--- config.mk ---
export PLATFORM = sky130hd
export DESIGN_NAME = stopwatch_ctrl_flat
export DESIGN_NICKNAME = d
export VERILOG_FILES = /design/src/rtl/stopwatch_ctrl_if.sv /design/src/rtl/stopwatch_ctrl.sv /design/src/flat_wrapper.sv
export SDC_FILE = /design/constraint.sdc
export NUM_CORES = 1
export LEC_CHECK = 0
export ABC_AREA = 1
export ABC_CLOCK_PERIOD_IN_PS = 3100
export CELL_PAD_IN_SITES_DETAIL_PLACEMENT = 1
export CELL_PAD_IN_SITES_GLOBAL_PLACEMENT = 1
export CORE_ASPECT_RATIO = 0.5
export CORE_MARGIN = 10
export CORE_UTILIZATION = 40
export CTS_BUF_LIST = sky130_fd_sc_hd__clkbuf_8
export CTS_CLUSTER_SIZE = 25
export DETAILED_ROUTE_END_ITERATION = 7
export PLACE_DENSITY = 0.82
export SYNTH_ARGS = -nofsm -noshare
export SYNTH_HDL_FRONTEND = slang
export SYNTH_SLANG_ARGS = --single-unit
--- constraint.sdc ---
create_clock -name clk -period 3.1 [get_ports clk]
set_input_delay 0.465 -clock clk [delete_from_list [all_inputs] [get_ports clk]]
set_output_delay 0.465 -clock clk [all_outputs]
set_load 0.03 [all_outputs]
--- src/rtl/stopwatch_ctrl_if.sv ---
// Button/counter side bundle for the stopwatch front-end controller.
// master = board/testbench side, slave = stopwatch_ctrl.
interface stopwatch_ctrl_if #(
    parameter int CNT_W = 19
);
    logic             btn_start_stop;
    logic             btn_clear;
    logic             btn_lap;
    logic [CNT_W-1:0] sec_count;
    logic [1:0]       en;
    logic             running;
    logic             lap_hold;
    logic [CNT_W-1:0] lap_value;

    modport master (
        output btn_start_stop, btn_clear, btn_lap, sec_count,
        input  en, running, lap_hold, lap_value
    );

    modport slave (
        input  btn_start_stop, btn_clear, btn_lap, sec_count,
        output en, running, lap_hold, lap_value
    );
endinterface

--- src/rtl/stopwatch_ctrl.sv ---
// Stopwatch front-end: synchronise and debounce three buttons, run the
// IDLE/RUN/PAUSE mode machine and hold a lap snapshot of the seconds counter.
module stopwatch_ctrl #(
    parameter int DEB_CYCLES = 500_000,
    parameter int CNT_W      = 19
) (
    input logic             clk,
    input logic             hard_reset,
    stopwatch_ctrl_if.slave bus
);
    localparam int            CW      = (DEB_CYCLES > 1) ? $clog2(DEB_CYCLES) : 1;
    localparam logic [CW-1:0] CNT_MAX = CW'(DEB_CYCLES - 1);

    localparam logic [1:0] S_IDLE  = 2'b00;
    localparam logic [1:0] S_RUN   = 2'b01;
    localparam logic [1:0] S_PAUSE = 2'b10;

    // Bit order everywhere: [0] start/stop, [1] clear, [2] lap
    logic [2:0]    raw;
    logic [2:0]    sync1_q, sync2_q;
    logic [2:0]    deb_q, deb_d, deb_dly_q;
    logic [CW-1:0] cnt_q [3];
    logic [CW-1:0] cnt_d [3];
    logic [2:0]    press;

    logic [1:0]       state_q, state_d;
    logic             lap_hold_q, lap_hold_d;
    logic [CNT_W-1:0] lap_value_q, lap_value_d;

    assign raw = {bus.btn_lap, bus.btn_clear, bus.btn_start_stop};

    // A level is accepted only after DEB_CYCLES consecutive cycles of disagreement
    always_comb begin
        for (int i = 0; i < 3; i++) begin
            deb_d[i] = deb_q[i];
            cnt_d[i] = '0;
            if (sync2_q[i] != deb_q[i]) begin
                if (cnt_q[i] == CNT_MAX) begin
                    deb_d[i] = sync2_q[i];
                end else begin
                    cnt_d[i] = cnt_q[i] + CW'(1);
                end
            end
        end
    end

    always_ff @(posedge clk or posedge hard_reset) begin
        if (hard_reset) begin
            sync1_q   <= '0;
            sync2_q   <= '0;
            deb_q     <= '0;
            deb_dly_q <= '0;
            for (int i = 0; i < 3; i++) begin
                cnt_q[i] <= '0;
            end
        end else begin
            sync1_q   <= raw;
            sync2_q   <= sync1_q;
            deb_q     <= deb_d;
            deb_dly_q <= deb_q;
            for (int i = 0; i < 3; i++) begin
                cnt_q[i] <= cnt_d[i];
            end
        end
    end

    assign press = deb_q & ~deb_dly_q;

    always_comb begin
        state_d     = state_q;
        lap_hold_d  = lap_hold_q;
        lap_value_d = lap_value_q;
        case (state_q)
            S_IDLE: begin
                if (press[0]) state_d = S_RUN;
            end
            S_RUN: begin
                if (press[2]) begin
                    if (!lap_hold_q) begin
                        lap_value_d = bus.sec_count;
                        lap_hold_d  = 1'b1;
                    end else begin
                        lap_hold_d = 1'b0;
                    end
                end
                if (press[0]) state_d = S_PAUSE;
            end
            S_PAUSE: begin
                // Clear wins over start/stop; entering IDLE drops the lap snapshot
                if (press[1]) begin
                    state_d     = S_IDLE;
                    lap_hold_d  = 1'b0;
                    lap_value_d = '0;
                end else if (press[0]) begin
                    state_d = S_RUN;
                end
            end
            default: begin
                state_d     = S_IDLE;
                lap_hold_d  = 1'b0;
                lap_value_d = '0;
            end
        endcase
    end

    always_ff @(posedge clk or posedge hard_reset) begin
        if (hard_reset) begin
            state_q     <= S_IDLE;
            lap_hold_q  <= 1'b0;
            lap_value_q <= '0;
        end else begin
            state_q     <= state_d;
            lap_hold_q  <= lap_hold_d;
            lap_value_q <= lap_value_d;
        end
    end

    always_comb begin
        bus.en      = 2'b00;
        bus.running = 1'b0;
        case (state_q)
            S_RUN:   begin bus.en = 2'b01; bus.running = 1'b1; end
            S_PAUSE: bus.en = 2'b10;
            default: bus.en = 2'b00;
        endcase
    end

    assign bus.lap_hold  = lap_hold_q;
    assign bus.lap_value = lap_value_q;
endmodule

--- src/flat_wrapper.sv ---
// flat-port wrapper written by rule: the top's interface ports become plain ports
module stopwatch_ctrl_flat 
#(
    parameter int DEB_CYCLES = 500_000,
    parameter int CNT_W      = 19
)
  (clk, hard_reset, bus_btn_start_stop, bus_btn_clear, bus_btn_lap, bus_sec_count, bus_en, bus_running, bus_lap_hold, bus_lap_value);
  stopwatch_ctrl_if #(.CNT_W(CNT_W)) bus_i ();
  input logic clk;
  input logic hard_reset;
  input wire logic [$bits(bus_i.btn_start_stop)-1:0] bus_btn_start_stop;
  input wire logic [$bits(bus_i.btn_clear)-1:0] bus_btn_clear;
  input wire logic [$bits(bus_i.btn_lap)-1:0] bus_btn_lap;
  input wire logic [$bits(bus_i.sec_count)-1:0] bus_sec_count;
  output wire logic [$bits(bus_i.en)-1:0] bus_en;
  output wire logic [$bits(bus_i.running)-1:0] bus_running;
  output wire logic [$bits(bus_i.lap_hold)-1:0] bus_lap_hold;
  output wire logic [$bits(bus_i.lap_value)-1:0] bus_lap_value;
  assign bus_i.btn_start_stop = bus_btn_start_stop;
  assign bus_i.btn_clear = bus_btn_clear;
  assign bus_i.btn_lap = bus_btn_lap;
  assign bus_i.sec_count = bus_sec_count;
  assign bus_en = bus_i.en;
  assign bus_running = bus_i.running;
  assign bus_lap_hold = bus_i.lap_hold;
  assign bus_lap_value = bus_i.lap_value;
  stopwatch_ctrl #(.DEB_CYCLES(DEB_CYCLES), .CNT_W(CNT_W)) u_core (.clk(clk), .hard_reset(hard_reset), .bus(bus_i));
endmodule
=== Word-level counts from Yosys, hierarchy flattened ===
Cells that the tools add are included.

* Multipliers: 0
* Equal/unequal tests: 12
* $lt $le $gt $ge: 0
* Reduce and logical (&&, ||, !) cells: 6
* Mux-type cells: 20
* Shift operators: 0
* $add $sub $neg: 3
* Bitwise gates (word level): 3
* Div/mod/pow operators: 0

{| class="wikitable"
|+ Operators by type and width
! kind !! count
|-
| 19-bit two-way mux || 9
|-
| 19-bit by 1-bit adder with 19-bit output, second input constant || 3
|-
| 19-bit equality test, second input constant || 3
|-
| 19-bit case mux with 3 select lines || 1
|-
| 2-bit two-way mux || 3
|-
| 2-bit by 1-bit inequality test with 1-bit output, second input constant || 3
|-
| 2-bit case mux with 3 select lines || 1
|-
| 2-bit AND reduction || 3
|-
| 1-bit two-way mux || 4
|-
| 2-bit case mux with 2 select lines || 1
|-
| 4-bit AND reduction || 1
|-
| 3-bit bitwise AND || 1
|-
| 1-bit inequality test || 3
|-
| 3-bit inverter || 1
|-
| 1-bit case mux with 3 select lines || 1
|-
| 3-bit AND reduction || 1
|-
| 2-bit by 1-bit equality test with 1-bit output, second input constant || 1
|-
| 2-bit equality test, second input constant || 1
|-
| 2-bit logical NOT || 1
|-
| 2-bit inequality test, second input constant || 1
|-
| 1-bit inverter || 1
|}

* Bits in registers: 91
* Word-level logic and storage cells: 56
* Memories: 0
* ROM bits: 0
* Input port bits: 24
* Output and inout bits: 23
* Bits in latches: 0
* Bits in writable memories: 0

=== Longest topological paths before layout ===
* Word-level depth: 5
* Mapped depth: 9
* Depth with buffers taken out: 9

=== Worst setup path after synthesis ===
No wires, ideal clock.

* Kind: reg-to-output
* Start: register u_core.state_q[1]
* End: output port bus_en[0]
* Setup slack: 1.771 ns
* Buffers on the path: 1
* Required time: 2.635 ns
* Arrival time: 0.864 ns
* Cell stages (with the launch flop): 5
* Cell sequence: dfrtp_1 > inv_1 > nand2_1 > inv_2 > buf_4

* Longest elaborated chain between the ends: 2
* Elaborated cells between the ends (all ways): 3

{| class="wikitable"
|+ RTL lines
! what !! line !! RTL
|-
| from (decl) || stopwatch_ctrl.sv:26 || <nowiki>logic [1:0] state_q, state_d;</nowiki>
|-
| from (signal assigned) || stopwatch_ctrl.sv:112 || <nowiki>state_q <= state_d;</nowiki>
|-
| 2-bit equality test / 2-bit by 1-bit equality test with 1-bit output (equally long branches) || stopwatch_ctrl.sv:121 || <nowiki>case (state_q)</nowiki>
|-
| 2-bit case mux with 2 select lines * || stopwatch_ctrl.sv:121 ||
|-
| to (decl) || flat_wrapper.sv:15 || <nowiki>output wire logic [$bits(bus_i.en)-1:0] bus_en;</nowiki>
|}

Mark *: on every way between the ends. The rest lies on a longest branch, timed or not.

=== Worst setup path after layout ===
* Start: register u_core.state_q[1]
* End: output port bus_running

* Longest elaborated chain between the ends: 2

{| class="wikitable"
|+ RTL lines
! what !! line !! RTL
|-
| 2-bit by 1-bit equality test with 1-bit output || stopwatch_ctrl.sv:121 ||
|-
| 1-bit two-way mux || stopwatch_ctrl.sv:121 ||
|-
| to (decl) || flat_wrapper.sv:16 || <nowiki>output wire logic [$bits(bus_i.running)-1:0] bus_running;</nowiki>
|}

Every way passes these cells.

==> results.toml <==
[worst_hold_path]
worst_min_delay_path_class = "flip-flop to flip-flop"

[critical_path]
critical_path.n_buffers_inverters = 3
crit_type = "flip-flop to output port"
crit_path_cell_trace = "inv_1 -> nand2_1 -> inv_2 -> clkdlybuf4s50_1"
timing.critical_path.slowest_stage_cell = "clkdlybuf4s50_1"
critical_path_arrival_ps = 1730
crit_required_ps = 2630
critPathMaxFanout = 5
slowest_delay_ps = 680
end_kind = "output port"
cell_family_with_most_cp_delay = "buffers and inverters"
timing.critical_path.from_type = "flip-flop"

[logic_synthesis]
post_synth_main_area_contributors = "dfrtp_1 (48%), nand2_1 (12%), nor2_1 (9.7%)"
yosysTopAreaCell = "dfrtp_1"
yosys_warnings = 0
yosys-top-cells-count = "nand2_1 (148), nor2_1 (124), dfrtp_1 (91), inv_1 (57), nand3_1 (49)"
synth_fp_nets = 638
synth_top_area_share_pct = 47.7
avgSynthCellArea_um2 = 7.82
synth_enable_flop_cells = 0
synth_async_sr_flop_share_pct = 100
synth_most_common_cell = "nand2_1"
synth.ff_latch_count = 91
seq_area_frac_synth_pct = 47.7
syn-instance-count = 611
netlist_area_um2 = 4780
synth_top_flop_cell = "dfrtp_1"
post_synth_num_cell_types = 31

[placed_design]
dpl-instance-area_um2 = 5430
detailed_place_hpwl_mm = 8.88
gp_congestion = 0.796
post-place-ws_ps = 1270
port_buffers = 46

[drt]
routed-via-count = 3989
wl_mm = 11.7
drc = 0
first_pass_iters = 4
vias_per_cell = 4.79
initialDrtViolationCount = 172
ant_nets = 0
wire_per_inst_um = 14.0

[timing]
setup_viol_count_final = 0
grt_setup_unrepaired = "no"
setup_slack_ps = 903
finalSetupTns_ps = 0
worst_slew_pin_slew_ps = 666
finalCritPeriodShare_pct = 70.9
maxSlewViolCount = 0
relSlewSlack_pct = 55.6
finalWorstPathRequiredPeriod_ps = 2200
fin_worst_skew_ps = 9.13
max_freq_mhz = 455
report.final.hold_viol_count = 0

[clocking]
cts_tree = "done"
htree_num_levels = 3
ctsRootBufferMaster = "clkbuf_8"
clock_latency_ps = 360
clockBufferDepth = 2
postCtsResizedCells = 0
cts_made_buffers = 9
worst_path_clk_slew_ps = 80
cts-hold-fix-buffers = 0
cts_setup_buffers = 0
numClockSinks = 91

[grt]
grt.total_usage_pct = 14.1
largest_net_degree_at_the_start_of_global_routing = 53
grt-ovfl-total = 0
grt_pass1_wl_mm = 20.1
first_global_vias = 4235
antenna_found_initial = 0

[floorplanning]
core.rowCount = 28
die_width_um = 175
num_io_pins = 47
initial_utilization_pct = 40.7
die_y_um = 97.3
coreArea_um2 = 11700
die_area_um2 = 17000

[run]
max_cap_viol_count = 0

[layout]
finalNetCount = 691
layout-area-overhead-vs-synth_pct = 17.8
post_route_cells_drive_above_1_share_pct = 12.7
layout.cell_area.non_filler_um2 = 5630
antennaDiodeCount = 0

[power]
p_leak_nw = 2.40
power_density_nw_per_um2 = 379
peakVddDrop_uv = 189

[status]
status = "complete, no violations"
==> per-stage QoR <==
| stage | hold WS (ps) | std cells | power [mW] | util [%] |
|---|---|---|---|---|
| global placement | 333 | 818 | 1.33 | 46.2 |
| finish | 358 | 833 | 2.13 | 48.0 |
| global route | 369 | 833 | 2.24 | 48.0 |
| floorplan | 331 | 611 | 1.28 | - |
| detailed placement | 344 | 818 | 1.33 | 46.2 |
| CTS | 363 | 833 | 2.18 | 48.0 |
==> layer usage <==
layer  share of wire, %  routed length [um]  vias up  track usage [%]
li1                   -                   -     1983                -
met1                 45                5210     1958             16.0
met2                 52                6030       37             26.1
met3                2.7                 311       11             3.26
met4               0.88                 102        0             3.89
met5                  0                   0        -                0
==> logic make-up (layout without fill, tap and decap cells) <==
kind of cell	after synthesis	in the layout	synth area share, %
AOI/OAI and AO/OA	28	28	3.06
xor gates and xnor gates	26	26	5.24
adders and majority gates	3	3	0.786
buffers and inverters	77	134	6.50
DFF	91	91	47.7
and+or+nand+nor	386	386	36.7
==> registers in the layout, summed over array words and instances, names as in the netlist <==
register,cells
u_core.cnt_q,57
u_core.bus.lap_value,19
u_core.deb_dly_q,3
u_core.deb_q,3
u_core.sync1_q,3
u_core.sync2_q,3
u_core.state_q,2
u_core.bus.lap_hold,1
==> power by group <==
group	internal [mW]	switching, mW
Combinational	0.0407	0.0560
Sequential	1.20	0.00947
Clock	0.411	0.415
Total	1.65	0.481
==> cells in the final DEF, fill, tap and decap left out <==
cell,count
nand2_1,148
nor2_1,124
dfrtp_1,91
inv_1,56
nand3_1,49
clkdlybuf4s50_1,46
nor2_2,19
inv_2,15
xor2_1,14
nand2_2,12
a21oi_1,11
clkbuf_8,11
o21ai_1,9
nor2_4,9
xnor2_1,9
nand4_1,7
o21ai_0,7
nand2_4,4
nand3_2,3
xor2_2,3
nor3_1,3
ha_1,3
nor3b_1,2
clkinvlp_4,2
o21bai_2,1
and3_1,1
nor3b_2,1
and2_0,1
and2_1,1
nand3b_1,1
inv_4,1
or2_2,1
bufinv_16,1
clkinv_2,1
buf_12,1
==> worst paths after layout <==
kind / from / end / slack (ps) / depth (start not counted)
worst max-delay path: u_core.state_q[1] / bus_running / 900 / 4
worst min-delay path: u_core.sync1_q[0] / u_core.sync2_q[0] / 360 / 0
worst max register to register: u_core.cnt_q[19] / u_core.cnt_q[36] / 1630 / 6
worst min register to register: u_core.sync1_q[0] / u_core.sync2_q[0] / 360 / 0
max in group asynchronous: hard_reset / u_core.cnt_q[50] / 1870 / 3
min in group asynchronous: hard_reset / u_core.cnt_q[8] / 540 / 2
==> layout make-up <==
class / count / area [um^2]
clock inverters: 4 / 50.0
multi-input cells: 443 / 2190
flip-flops and latches: 91 / 2280
fillers: 1486 / 6110
clock buffers: 11 / 151
well taps: 165 / 206
inverters: 72 / 273
repair buffers: 47 / 480
No activity file was read; power rests on OpenSTA's default activity.
